<file path="config.mk">
export PLATFORM = sky130hd
export DESIGN_NAME = cbc_stream_encryptor_flat
export DESIGN_NICKNAME = d
export VERILOG_FILES = /design/src/rtl/cbc_stream_encryptor_if.sv /design/src/rtl/cbc_stream_encryptor.sv /design/src/flat_wrapper.sv
export SDC_FILE = /design/constraint.sdc
export NUM_CORES = 1
export LEC_CHECK = 0
export CAP_MARGIN = 10
export CORE_MARGIN = 2
export CORE_UTILIZATION = 35
export DETAILED_ROUTE_END_ITERATION = 7
export HOLD_SLACK_MARGIN = 0.15
export PLACE_DENSITY = 0.73
export SLEW_MARGIN = 30
export SYNTH_ARGS = -nofsm -noshare
export SYNTH_HDL_FRONTEND = slang
export SYNTH_SLANG_ARGS = --single-unit
export TNS_END_PERCENT = 10
</file>
<file path="constraint.sdc">
create_clock -name clk -period 1.79 [get_ports clk]
set_clock_uncertainty 0.05 [all_clocks]
set_input_delay 0.537 -clock clk [delete_from_list [all_inputs] [get_ports clk]]
set_output_delay 0.537 -clock clk [all_outputs]
set_load 0.005 [all_outputs]
</file>
<file path="src/rtl/cbc_stream_encryptor_if.sv">
// Handshake bundle for the CBC nibble-stream encryptor: message control,
// plaintext nibble input stream and ciphertext word output stream.
interface cbc_stream_encryptor_if;
    logic       start;
    logic [3:0] k;
    logic [3:0] iv;
    logic       in_valid;
    logic       in_ready;
    logic [3:0] in_data;
    logic       in_last;
    logic       out_valid;
    logic       out_ready;
    logic [7:0] out_c;
    logic [3:0] out_iv;
    logic       out_last;
    logic       busy;

    modport master (
        output start, k, iv, in_valid, in_data, in_last, out_ready,
        input  in_ready, out_valid, out_c, out_iv, out_last, busy
    );

    modport slave (
        input  start, k, iv, in_valid, in_data, in_last, out_ready,
        output in_ready, out_valid, out_c, out_iv, out_last, busy
    );
endinterface

</file>
<file path="src/rtl/cbc_stream_encryptor.sv">
// CBC encryptor: packs two encrypted 4-bit blocks per output byte, zero-pads an
// odd final nibble, and reports the chaining value preceding the upper block.
module cbc_stream_encryptor (
    input  logic                   clk,
    input  logic                   reset,
    cbc_stream_encryptor_if.slave  bus
);
    typedef enum logic [1:0] {
        ST_IDLE = 2'd0,
        ST_HI   = 2'd1,
        ST_LO   = 2'd2,
        ST_OUT  = 2'd3
    } state_e;

    function automatic logic [3:0] enc_block(input logic [3:0] x, input logic [3:0] key);
        logic [3:0] t;
        t = x ^ key;
        return {t[2:0], t[3]};
    endfunction

    state_e     state_q, state_d;
    logic [3:0] key_q, key_d;
    logic [3:0] ch_q, ch_d;
    logic [7:0] out_c_q, out_c_d;
    logic [3:0] out_iv_q, out_iv_d;
    logic       out_last_q, out_last_d;
    logic       in_ready_q, out_valid_q, busy_q;
    logic       in_xfer_s;
    logic [3:0] blk_s;
    logic [3:0] pad_s;

    assign in_xfer_s = bus.in_valid && in_ready_q;
    assign blk_s     = enc_block(bus.in_data ^ ch_q, key_q);
    // Padding plaintext is zero, so the padded block is E_k(c_hi).
    assign pad_s     = enc_block(blk_s, key_q);

    // Next-state and datapath update.
    always_comb begin
        state_d    = state_q;
        key_d      = key_q;
        ch_d       = ch_q;
        out_c_d    = out_c_q;
        out_iv_d   = out_iv_q;
        out_last_d = out_last_q;
        case (state_q)
            ST_IDLE: begin
                if (bus.start) begin
                    key_d   = bus.k;
                    ch_d    = bus.iv;
                    state_d = ST_HI;
                end else begin
                    state_d = ST_IDLE;
                end
            end
            ST_HI: begin
                if (in_xfer_s) begin
                    out_c_d[7:4] = blk_s;
                    out_iv_d     = ch_q;
                    if (bus.in_last) begin
                        out_c_d[3:0] = pad_s;
                        out_last_d   = 1'b1;
                        ch_d         = pad_s;
                        state_d      = ST_OUT;
                    end else begin
                        out_last_d   = 1'b0;
                        ch_d         = blk_s;
                        state_d      = ST_LO;
                    end
                end else begin
                    state_d = ST_HI;
                end
            end
            ST_LO: begin
                if (in_xfer_s) begin
                    out_c_d[3:0] = blk_s;
                    out_last_d   = bus.in_last;
                    ch_d         = blk_s;
                    state_d      = ST_OUT;
                end else begin
                    state_d = ST_LO;
                end
            end
            ST_OUT: begin
                if (bus.out_ready) begin
                    state_d = out_last_q ? ST_IDLE : ST_HI;
                end else begin
                    state_d = ST_OUT;
                end
            end
            default: begin
                state_d = ST_IDLE;
            end
        endcase
    end

    // State, datapath and registered handshake decodes.
    always_ff @(posedge clk) begin
        if (reset) begin
            state_q     <= ST_IDLE;
            key_q       <= 4'h0;
            ch_q        <= 4'h0;
            out_c_q     <= 8'h00;
            out_iv_q    <= 4'h0;
            out_last_q  <= 1'b0;
            in_ready_q  <= 1'b0;
            out_valid_q <= 1'b0;
            busy_q      <= 1'b0;
        end else begin
            state_q     <= state_d;
            key_q       <= key_d;
            ch_q        <= ch_d;
            out_c_q     <= out_c_d;
            out_iv_q    <= out_iv_d;
            out_last_q  <= out_last_d;
            in_ready_q  <= (state_d == ST_HI) || (state_d == ST_LO);
            out_valid_q <= (state_d == ST_OUT);
            busy_q      <= (state_d != ST_IDLE);
        end
    end

    assign bus.in_ready  = in_ready_q;
    assign bus.out_valid = out_valid_q;
    assign bus.out_c     = out_c_q;
    assign bus.out_iv    = out_iv_q;
    assign bus.out_last  = out_last_q;
    assign bus.busy      = busy_q;
endmodule
</file>
<file path="src/flat_wrapper.sv">
// flat-port wrapper written by rule: the top's interface ports become plain ports
module cbc_stream_encryptor_flat 
  (clk, reset, bus_start, bus_k, bus_iv, bus_in_valid, bus_in_data, bus_in_last, bus_out_ready, bus_in_ready, bus_out_valid, bus_out_c, bus_out_iv, bus_out_last, bus_busy);
  cbc_stream_encryptor_if bus_i ();
  input  logic clk;
  input  logic reset;
  input wire logic [$bits(bus_i.start)-1:0] bus_start;
  input wire logic [$bits(bus_i.k)-1:0] bus_k;
  input wire logic [$bits(bus_i.iv)-1:0] bus_iv;
  input wire logic [$bits(bus_i.in_valid)-1:0] bus_in_valid;
  input wire logic [$bits(bus_i.in_data)-1:0] bus_in_data;
  input wire logic [$bits(bus_i.in_last)-1:0] bus_in_last;
  input wire logic [$bits(bus_i.out_ready)-1:0] bus_out_ready;
  output wire logic [$bits(bus_i.in_ready)-1:0] bus_in_ready;
  output wire logic [$bits(bus_i.out_valid)-1:0] bus_out_valid;
  output wire logic [$bits(bus_i.out_c)-1:0] bus_out_c;
  output wire logic [$bits(bus_i.out_iv)-1:0] bus_out_iv;
  output wire logic [$bits(bus_i.out_last)-1:0] bus_out_last;
  output wire logic [$bits(bus_i.busy)-1:0] bus_busy;
  assign bus_i.start = bus_start;
  assign bus_i.k = bus_k;
  assign bus_i.iv = bus_iv;
  assign bus_i.in_valid = bus_in_valid;
  assign bus_i.in_data = bus_in_data;
  assign bus_i.in_last = bus_in_last;
  assign bus_i.out_ready = bus_out_ready;
  assign bus_in_ready = bus_i.in_ready;
  assign bus_out_valid = bus_i.out_valid;
  assign bus_out_c = bus_i.out_c;
  assign bus_out_iv = bus_i.out_iv;
  assign bus_out_last = bus_i.out_last;
  assign bus_busy = bus_i.busy;
  cbc_stream_encryptor u_core (.clk(clk), .reset(reset), .bus(bus_i));
endmodule
</file>
==> summary.txt, run 1 <==
Finish
  • Final core occ: roughly 53%
  • Layout area overhead: 43.90%
  • Antenna diodes: 0
  • Layout cells sized above 1: between 10% and 20%
  • Final Non-Filler Cells: 246
  • Nets: approximately 220

GRT
  • GR Overflow Total: 0
  • Largest net degree at the start of global routing: 30
  • Number of global-route vias before repair: between 1,000 and 1,500
  • Number of antenna violations at the first check in global routing: 0
  • Total GRT Usage: 15.38%
  • First-pass GRT wire length: a little over 5 mm

CTS
  • CTS H-tree lvls: 1
  • CTS tree: yes
  • Clock Path Buffers: 2
  • TritonCTS Buffers: 3
  • Clock root cell: clkbuf_8
  • CTS Sinks: 26
  • Worst-path clk slew: 90 ps
  • Worst-Skew Late Latency: around 270 ps

Synth
  • Synth Register Bits: 26
  • Main flop type after synthesis: dfxtp_1
  • Syn Area/Cell: around 9 µm²
  • Share of the synthesized area in the top cell type: about two fifths
  • Unique cell type count in the Yosys netlist: 31
  • Syn Inst Count: roughly 150
  • Post-synth EDFFs: 0
  • Area leader, netlist: dfxtp_1
  • Synth top area cells: dfxtp_1 39%, nand2_1 6.4%, ha_1 5.6%, xnor3_2 5.3%, a21oi_1 5.2%
  • Synth Warn #: 0
  • Sequential share of the synthesized area: between 30% and 40%
  • Post-synthesis net count: ~170
  • Mapped Area: 1343 µm²
  • Ys async rst share: 0%

Floorplan
  • # rows: 22
  • # IOs: 34
  • Initial core utilization: ~37%
  • CORE AREA: ~3700 µm²
  • DIE WIDTH: 65.94 µm
  • Die area: between 4000 and 5000 µm²
  • Die Y-Extent: approximately 66 µm

Timing
  • Fin Setup TNS: 0 ps
  • Unrepaired setup endpoints after global routing: true
  • Hold slack: roughly 400 ps
  • Clock period minus worst slack: ~1800 ps
  • # setup viols final: 0
  • Worst slew margin: 83.52%
  • Max Slew Vio Count: 0
  • Period utilization: 99.91%
  • Fmax: between 500 and 600 MHz
  • Final worst slack: 1.608 ps
  • Final hold viol count: 0
  • Worst slew pin tran: between 200 and 250 ps

Setup path
  • Kind of end point of the critical path: register
  • Worst Path Arrival: 1910 ps
  • CP startpoint kind: input pin
  • Maximum fanout along the worst path: 3
  • Required time worst endpoint: approximately 1900 ps
  • CP Class: input pin to register

Power
  • Internal Pwr Total: approximately 1000 µW
  • PwrDens: roughly 740 nW/µm²
  • Sw frac: about 27%
  • Combinational power share: roughly 29%
  • Peak VDD IR: between 0.3 and 0.4 mV
  • Switch Pwr: between 300 and 400 µW
  • Clock share of power: 26.4%
  • Flop pwr share: between 40% and 50%
  • Leakage power: ~0.00081 µW

Detailed routing
  • WL final: 3.214 mm
  • Drt pass-1 iters: 4
  • Antenna-violating nets left: 0
  • Residual DRC: 0
  • Vias: ~1,200
  • Routed wire per std cell: about 13 µm
  • Drt initial violations: 35
  • Vias per std cell: roughly 4.9

Hold path
  • Class of the worst hold path: register to register

Placed design
  • GP Congestion: roughly 0.8
  • Placed cell count: 241
  • Placed wire-length estimate: ~2.4 mm
  • Input/output buffers: 33
  • Post-Place Worst Slack: -316.8 ps

Status
  • Outcome: completed

Flow run
  • Number of max-cap violations: 0
cells by family after synthesis:
family	after synthesis	synth area share [%]
DFF	26	38.77
xor gates and xnor gates	8	10.72
AOI/OAI and AO/OA	32	17.61
buffers and inverters	13	4.007
and+or+nand+nor	59	19.48
adders and majority gates	6	5.592
muxes	5	3.821
worst max-delay path: stages:
cell and delay (ps):
clkdlybuf4s50_1 480, nand2_1 80, a32oi_1 230, a31oi_2 160
inv_1 80, ha_1 220, nor2b_1 120
per-stage QoR:
stage / area (µm²) / power [µW]
final: 1932 / 1433
after global routing: 1932 / 1506
after CTS: 1916 / 1438
after detailed placement: 1849 / 1054
after global placement: 1849 / 1048
after floorplan: 1344 / 868.1
cells in the mapped netlist, types with 2 or more instances:
library cell,count
nand2_1,23
nand3b_1,4
inv_1,6
nor2_1,18
mux2i_1,4
xnor2_2,2
a32oi_1,4
o41ai_2,3
nor2b_1,3
a31oi_1,2
xnor3_2,3
nand3_1,8
a21oi_1,14
ha_1,6
clkbuf_1,4
dfxtp_1,26
xnor2_1,2
o211ai_1,4
flip-flops by register name, summed over array words and instances, names as in the netlist:
register and flops:
u_core.bus.in_ready 1, u_core.bus.out_c 8, u_core.ch_q 4, u_core.bus.busy 1, u_core.bus.out_valid 1, u_core.key_q 4, u_core.bus.out_last 1, u_core.state_q 2
u_core.bus.out_iv 4
placed cells by master, fill, tap and decap left out, types with 2 or more instances in the layout:
master / count
nor2b_1: 3
xnor2_2: 2
clkdlybuf4s50_1: 31
o41ai_2: 3
nor2_1: 18
a32oi_1: 3
xnor3_2: 3
mux2i_1: 4
a21oi_1: 14
ha_1: 6
xnor2_1: 2
clkbuf_8: 4
buf_4: 17
dfxtp_1: 25
nand3_1: 8
inv_1: 6
o211ai_1: 4
nand3b_1: 4
nand2_1: 23
timing repair:
action,in CTS,in global routing
setup endpoints to repair,3,8
hold buffers,0,0
gates resized for setup,4,3
pin swaps,4,6
endpoints found under the hold margin,0,0
buffers inserted,0,1
layout make-up:
type	count	area [µm²]
clock buffer	4	55.05
inverter	6	22.52
tap	48	60.06
sequential	26	521.8
multi-input combinational	110	782.0
timing repair buffer	52	490.5
fill	355	1729
per-layer routing:
layer | global-route usage (%) | routed length [µm] | vias to the layer above
li1 | - | - | 616
met1 | 20.93 | 1548 | 549
met2 | 24.37 | 1482 | 26
met3 | 3.066 | 157 | 3
met4 | 5.102 | 25 | 0
met5 | 0 | 0 | -
power by group through the flow:
stage / combinational, µW / sequential, µW / clock [µW]
final: 413 / 642 / 378
after detailed placement: 399 / 655 / 0
after global routing: 448 / 646 / 412
after floorplan: 217 / 651 / 0
after CTS: 407 / 642 / 389
after global placement: 395 / 654 / 0
worst paths after layout:
path	startpoint	endpoint	slack, ps	depth (start not counted)
worst max-delay path	bus_out_ready	u_core.bus.in_ready$_SDFF_PP0_	2	7
worst min-delay path	u_core.bus.out_c[3]$_SDFFE_PP0P_	u_core.bus.out_c[3]$_SDFFE_PP0P_	400	2
worst max register to register	u_core.state_q[0]$_SDFF_PP0_	u_core.bus.in_ready$_SDFF_PP0_	90	8
worst min register to register	u_core.bus.out_c[3]$_SDFFE_PP0P_	u_core.bus.out_c[3]$_SDFFE_PP0P_	400	2
No activity file was read; power rests on OpenSTA's default activity.
==> run 2: changes to the inputs <==
--- a/config.mk
+++ b/config.mk
@@ -5,12 +5,13 @@
 export SDC_FILE = /design/constraint.sdc
 export NUM_CORES = 1
 export LEC_CHECK = 0
+export ABC_AREA = 1
 export CAP_MARGIN = 10
 export CORE_MARGIN = 2
 export CORE_UTILIZATION = 35
 export DETAILED_ROUTE_END_ITERATION = 7
 export HOLD_SLACK_MARGIN = 0.15
-export PLACE_DENSITY = 0.73
+export PLACE_DENSITY = 0.72
 export SLEW_MARGIN = 30
 export SYNTH_ARGS = -nofsm -noshare
 export SYNTH_HDL_FRONTEND = slang
==> run 2 against run 1 <==
Combinational power decreased by 15%. Synthesized cell count increased by 36%. Global-route usage increased by 1.4 points. Register-to-register slack improved by 80 ps. Sequential power decreased by 1%. Critical endpoint is now bus_out_last. Final area increased by 4.9%. Sequential cell count unchanged. Largest power group unchanged.
==> summary.txt, run 2 <==
CTS
  • Worst-Skew Late Latency: 270 ps (about the same)
  • CTS Sinks: 26 (unchanged)
  • Clock Path Buffers: 2 (unchanged)
  • Hold Buf Count CTS: 0 (unchanged)
  • TritonCTS Buffers: 3 (unchanged)
  • Clock root cell: clkbuf_8
  • Worst-path clk slew: 90 ps (about the same)
  • CTS tree: yes
  • CTS H-tree lvls: 1 (unchanged)
  • Postcts setup bufs: 0 (unchanged)

Synth
  • Synth Register Bits: 26 (unchanged)
  • Syn Inst Count: 203 (+36%)
  • Sequential share of the synthesized area: 36.85% (-1.9 points)
  • Post-synthesis net count: 227 (+31%)
  • Mapped Area: 1413 µm² (+5.2%)
  • Synth top area cells: dfxtp_1 37%, nand2_1 13%, nand3_1 9.6%, inv_1 7.2%, ha_1 5.3%
  • Unique cell type count in the Yosys netlist: 23 (-26%)
  • Syn Area/Cell: 6.959 µm² (-23%)
  • Post-synth EDFFs: 0 (unchanged)
  • Main flop type after synthesis: dfxtp_1
  • Commonest cells in the netlist: 49 x nand2_1, 27 x inv_1, 27 x nand3_1, 26 x dfxtp_1, 12 x a21oi_1
  • Share of the synthesized area in the top cell type: 36.85% (-1.9 points)
  • Count leader, synth: nand2_1
  • Synth Warn #: 0 (unchanged)
  • Area leader, netlist: dfxtp_1
  • Ys async rst share: 0% (unchanged)

Setup path
  • R2R setup slack: 170 ps (+80 ps)
  • Crit-path slowest cell: clkdlybuf4s50_1
  • WP buf/inv: 1 (-1)
  • Worst path depth: 1 (-6)
  • CP startpoint kind: register
  • Required time worst endpoint: 1200 ps (-710 ps)
  • R2R Path Start: u_core.state_q[1]$_SDFF_PP0_
  • Largest stage delay, worst path: 520 ps (+40 ps)
  • CP top delay family: buffers and inverters
  • Worst R2R End: u_core.bus.in_ready$_SDFF_PP0_
  • Setup crit start: u_core.bus.out_last$_SDFFE_PP0P_
  • Maximum fanout along the worst path: 3 (unchanged)
  • Worst r2r path cells: 10 (+2)
  • Worst Path Arrival: 1150 ps (-760 ps)
  • Kind of end point of the critical path: primary output
  • Critical Path Sink: bus_out_last
  • CP Class: register to primary output
  • Critical path, cell by cell: clkdlybuf4s50_1

Power
  • Peak VDD IR: 0.2402 mV (-36%)
  • Leakage power: 0.0009045 µW (+11%)
  • PwrDens: 671.0 nW/µm² (-9.6%)

GRT
  • Total GRT Usage: 16.75% (+1.4 points)
  • Number of global-route vias before repair: 1,279 (+16%)
  • First-pass GRT wire length: 5.747 mm (+12%)
  • Largest net degree at the start of global routing: 16 (-47%)
  • Number of antenna violations at the first check in global routing: 0 (unchanged)
  • GR Overflow Total: 0 (unchanged)

Timing
  • Period utilization: 97.02% (-2.9 points)
  • Max Slew Vio Count: 0 (unchanged)
  • Worst slew margin: 82.49% (-1.0 points)
  • # setup viols final: 0 (unchanged)
  • Worst slew pin tran: 262.7 ps (+18.09 ps)
  • Clock period minus worst slack: 1737 ps (-51.77 ps)
  • Final hold viol count: 0 (unchanged)
  • Fmax: 575.8 MHz (+3.0%)
  • Unrepaired setup endpoints after global routing: false
  • Hold slack: 436.4 ps (+32.06 ps)

Finish
  • Nets: 283 (+27%)
  • Fill cell count: 378 (+6.5%)
  • Commonest cells after routing, fill and taps aside: 47 x nand2_1, 32 x clkdlybuf4s50_1, 27 x inv_1, 27 x nand3_1, 25 x dfxtp_1
  • Layout area overhead: 43.40%
  • Antenna diodes: 0 (unchanged)
  • Area of the multi-input gates: 772.0 µm² (-1.3%)
  • Max reg flops: 8 (unchanged)
  • Storage cell area: 521.8 µm² (unchanged)
  • Commonest non-fill, non-tap cell in the layout: nand2_1
  • Final instance area: 2026 µm² (+4.9%)
  • Layout cells sized above 1: 18.99% (+1.3 points)

Floorplan
  • Initial core utilization: 35.83% (-0.84 points)
  • Die area: 4560 µm² (+4.9%)
  • CORE AREA: 3943 µm² (+7.7%)
  • # rows: 23 (+4.5%)
  • DIE WIDTH: 67.53 µm (+2.4%)
  • Die Y-Extent: 67.53 µm (+2.4%)
  • # IOs: 34 (unchanged)

Hold path
  • Number of cells on the worst hold path: 2 (unchanged)
  • Class of the worst hold path: register to register

Placed design
  • DP Area: 1951 µm² (+5.5%)
  • Placed wire-length estimate: 2.628 mm (+12%)
  • Input/output buffers: 33 (unchanged)
  • GP Congestion: 0.8829 (+11%)

Detailed routing
  • Vias per std cell: 4.601 (-5.2%)
  • Antenna-violating nets left: 0 (unchanged)
  • Drt pass-1 iters: 4 (unchanged)
  • Residual DRC: 0 (unchanged)
  • Drt initial violations: 84 (+140%)
  • WL final: 3.331 mm (+3.6%)
  • Vias: 1,417 (+19%)
  • Routed wire per std cell: 10.81 µm (-17%)

Status
  • Outcome: completed

Flow run
  • Number of max-cap violations: 0 (unchanged)
[run 2: changes by cell type after synthesis, moves of 8 or more]
cell | before | now
inv_1 | 6 | 27
nand2_1 | 23 | 49
nand3_1 | 8 | 27
nor2_1 | 18 | 9
o21ai_0 | 1 | 10
o21ai_1 | 0 | 8
[run 2: where the power goes]
part           switching (µW)  total [µW]  internal, µW
Clock                     181         378           197
Combinational             176         349           173
Sequential               21.2         633           611
[run 2: timing repair]
action	in CTS	in global routing
endpoints found under the setup margin	1	6
resized for setup	1	6
pin swaps	0	1
[run 2: cell type report]
class / instances / share of cell area, %
Sequential cell: 26 / 25.76
Timing Repair Buffer: 55 / 24.58
Clock buffer: 4 / 2.718
Multi-Input combinational cell: 142 / 38.11
Tap cell: 50 / 3.088
Inverter: 31 / 5.744
[run 2: logic make-up (layout without fill, tap and decap cells)]
| logic type | Yosys count | after routing | synth area share, % |
|---|---|---|---|
| DFF | 26 | 26 | 36.85 |
| adders and majority gates | 6 | 6 | 5.314 |
| AOI/OAI and AO/OA | 45 | 45 | 20.20 |
| and+or+nand+nor | 91 | 91 | 27.99 |
| buffers and inverters | 35 | 90 | 9.655 |
[run 2: worst min path at each step]
stage | from | end
2_1_floorplan | u_core.ch_q[3]$_SDFFE_PP0P_ | u_core.bus.out_iv[3]$_SDFFE_PP0P_
3_3_place_gp | u_core.bus.out_last$_SDFFE_PP0P_ | u_core.bus.out_last$_SDFFE_PP0P_
3_5_place_dp | u_core.ch_q[2]$_SDFFE_PP0P_ | u_core.ch_q[2]$_SDFFE_PP0P_
4_1_cts | u_core.bus.out_last$_SDFFE_PP0P_ | u_core.bus.out_last$_SDFFE_PP0P_
5_1_grt | u_core.bus.out_last$_SDFFE_PP0P_ | u_core.bus.out_last$_SDFFE_PP0P_
6_report | u_core.bus.out_last$_SDFFE_PP0P_ | u_core.bus.out_last$_SDFFE_PP0P_
[run 2: per-stage QoR]
stage                     utilization, %  setup TNS, ps  setup WS, ps  cells  power (µW)
after global placement             49.48          -1818        -254.7    304       987.4
final                              51.38              0         53.38    308        1359
after detailed placement           49.48          -2171        -284.6    304       991.6
after global routing               51.38              0         1.941    308        1446
after CTS                          50.87              0         11.73    308        1369
after floorplan                        -              0         148.1    203       825.2
[run 2: layer usage]
metal  up-vias  share of wire, %  track usage [%]  wire, µm
li1        773                 -                -         -
met1       611                51            23.75      1687
met2        28                45            26.23      1489
met3         5               3.0            2.167       101
met4         0               1.5            5.357        51
met5         -                 0                0         0
==> run 3: changes to the inputs <==
--- a/config.mk
+++ b/config.mk
@@ -7,6 +7,7 @@
 export LEC_CHECK = 0
 export ABC_AREA = 1
 export CAP_MARGIN = 10
+export CORE_ASPECT_RATIO = 1.5
 export CORE_MARGIN = 2
 export CORE_UTILIZATION = 35
 export DETAILED_ROUTE_END_ITERATION = 7
==> run 3 against run 2 <==
Core utilization is 0.14 points lower. First-iteration DRC count fell by 49%. Final area fell by 0.74%. Setup slack got worse by 10 ps. Die area rose by 0.22%. Via count up 1.9%.
==> summary.txt, run 3 (synthesized netlist as in run 2, its figures left out) <==
Finish
  • Layout area overhead: 42.34%
  • Final Non-Filler Cells: 299 (-2.9%)
  • Commonest non-fill, non-tap cell in the layout: nand2_1
  • Commonest cells after routing, fill and taps aside: 47 x nand2_1, 30 x clkdlybuf4s50_1, 27 x nand3_1
  • Storage cell area: 520.5 µm² (-0.24%)
  • Antenna diodes: 0 (unchanged)
  • Fill cell count: 381 (+0.79%)
  • Max reg flops: 8 (unchanged)
  • Final core occ: 51.24% (-0.14 points)
  • Area of the multi-input gates: 773.2 µm² (+0.16%)
  • Nets: 279 (-1.4%)
  • Layout cells sized above 1: 17.72% (-1.3 points)

Power
  • PwrDens: 728.2 nW/µm² (+8.5%)
  • Peak VDD IR: 0.6399 mV (+170%)
  • Leakage power: 0.0009148 µW (+1.1%)
  • Power, Total: 1464 µW (+7.7%)

Timing
  • # setup viols final: 0 (unchanged)
  • Final worst slack: 43.23 ps (-10.14 ps)
  • Worst slew pin tran: 289.4 ps (+26.78 ps)
  • Final hold viol count: 0 (unchanged)
  • Period utilization: 97.58% (+0.57 points)
  • Unrepaired setup endpoints after global routing: false
  • Max Slew Vio Count: 0 (unchanged)
  • Fmax: 572.5 MHz (-0.58%)
  • Worst slew margin: 80.70% (-1.8 points)
  • Clock period minus worst slack: 1747 ps (+10.14 ps)

Placed design
  • Post-Place Worst Slack: -311.6 ps (-26.98 ps)
  • Placed cell count: 295 (-3.0%)
  • Placed wire-length estimate: 2.822 mm (+7.4%)
  • GP Congestion: 0.9158 (+3.7%)
  • Input/output buffers: 33 (unchanged)

CTS
  • CTS Sinks: 26 (unchanged)
  • Worst-path clk slew: 90 ps (about the same)
  • CTS tree: yes
  • Clock Path Buffers: 2 (unchanged)
  • TritonCTS Buffers: 3 (unchanged)
  • Worst-Skew Late Latency: 270 ps (about the same)
  • CTS H-tree lvls: 1 (unchanged)
  • Clock root cell: clkbuf_8

Floorplan
  • Initial core utilization: 36.00% (+0.17 points)
  • DIE WIDTH: 55.87 µm (-17%)
  • Die area: 4570 µm² (+0.22%)
  • # rows: 28 (+22%)
  • # IOs: 34 (unchanged)
  • CORE AREA: 3924 µm² (-0.48%)
  • Die Y-Extent: 81.81 µm (+21%)

Setup path
  • Critical path, cell by cell: clkdlybuf4s50_1
  • R2R setup slack: 140 ps (-30 ps)
  • CP startpoint kind: register
  • Maximum fanout along the worst path: 3 (unchanged)
  • Kind of end point of the critical path: primary output
  • Worst Path Arrival: 1160 ps (about the same)
  • WP buf/inv: 1 (unchanged)
  • Largest stage delay, worst path: 520 ps (about the same)
  • CP top delay family: buffers and inverters
  • CP Class: register to primary output
  • Crit-path slowest cell: clkdlybuf4s50_1
  • Required time worst endpoint: 1200 ps (about the same)

Detailed routing
  • WL final: 3.518 mm (+5.6%)
  • Routed wire per std cell: 11.77 µm (+8.8%)
  • Vias: 1,444 (+1.9%)
  • Drt pass-1 iters: 4 (unchanged)
  • Residual DRC: 0 (unchanged)
  • Vias per std cell: 4.829 (+5.0%)
  • Drt initial violations: 43 (-49%)
  • Antenna-violating nets left: 0 (unchanged)

Status
  • Outcome: completed

GRT
  • GR Overflow Total: 0 (unchanged)
  • Number of global-route vias before repair: 1,386 (+8.4%)
  • First-pass GRT wire length: 5.878 mm (+2.3%)
  • Number of antenna violations at the first check in global routing: 0 (unchanged)
  • Total GRT Usage: 16.08% (-0.67 points)
  • Largest net degree at the start of global routing: 16 (unchanged)

Hold path
  • Class of the worst hold path: register to register

Flow run
  • Number of max-cap violations: 0 (unchanged)
## run 3: repair_timing
action,in CTS,in global routing
gates resized for setup,1,8
hold buffers,0,0
pin swaps,0,4
endpoints found under the setup margin,1,10
buffers inserted,0,0
## run 3: report_power, final
| group | total, µW | switching, µW | internal, µW |
|---|---|---|---|
| Combinational | 337 | 174 | 162 |
| Sequential | 633 | 22.3 | 611 |
| Clock | 494 | 195 | 299 |
## run 3: area by class of cell
type                            instances  share of cell area (%)
Timing Repair Buffer                   51                   23.52
Tap cell                               45                   2.800
Inverter                               31                   5.787
Multi-Input combinational cell        142                   38.46
Clock inverter                          1                   1.493
Clock buffer                            3                   2.054
Sequential cell                        26                   25.89
## run 3: layer usage
metal / track usage (%) / vias to the layer above / share of wire [%]
li1: - / 761 / -
met1: 17.83 / 651 / 42
met2: 30.83 / 28 / 53
met3: 2.047 / 4 / 2.6
met4: 6.667 / 0 / 2.3
met5: 0 / - / 0
## run 3: stage by stage
step,TNS (ps),hold WS [ps],instance area [µm²]
floorplan,0,406.9,1413
detailed placement,-2259,424.8,1914
global placement,-1804,420.9,1914
global route,0,457.1,2011
CTS,0,438.8,1986
finish,0,435.9,2011
## run 3: tightest hold or removal path, cell delays in order (launching register included)
cell     delay, ps
dfxtp_1        330
nand2_1         60
a21oi_1         50
## run 3: worst paths after layout
path                                 endpoint  cells past startpoint                              from
min          u_core.bus.out_last$_SDFFE_PP0P_                      2  u_core.bus.out_last$_SDFFE_PP0P_
max reg2reg   u_core.bus.out_valid$_SDFF_PP0_                     10      u_core.state_q[0]$_SDFF_PP0_
min reg2reg  u_core.bus.out_last$_SDFFE_PP0P_                      2  u_core.bus.out_last$_SDFFE_PP0P_
max                              bus_in_ready                      1    u_core.bus.in_ready$_SDFF_PP0_
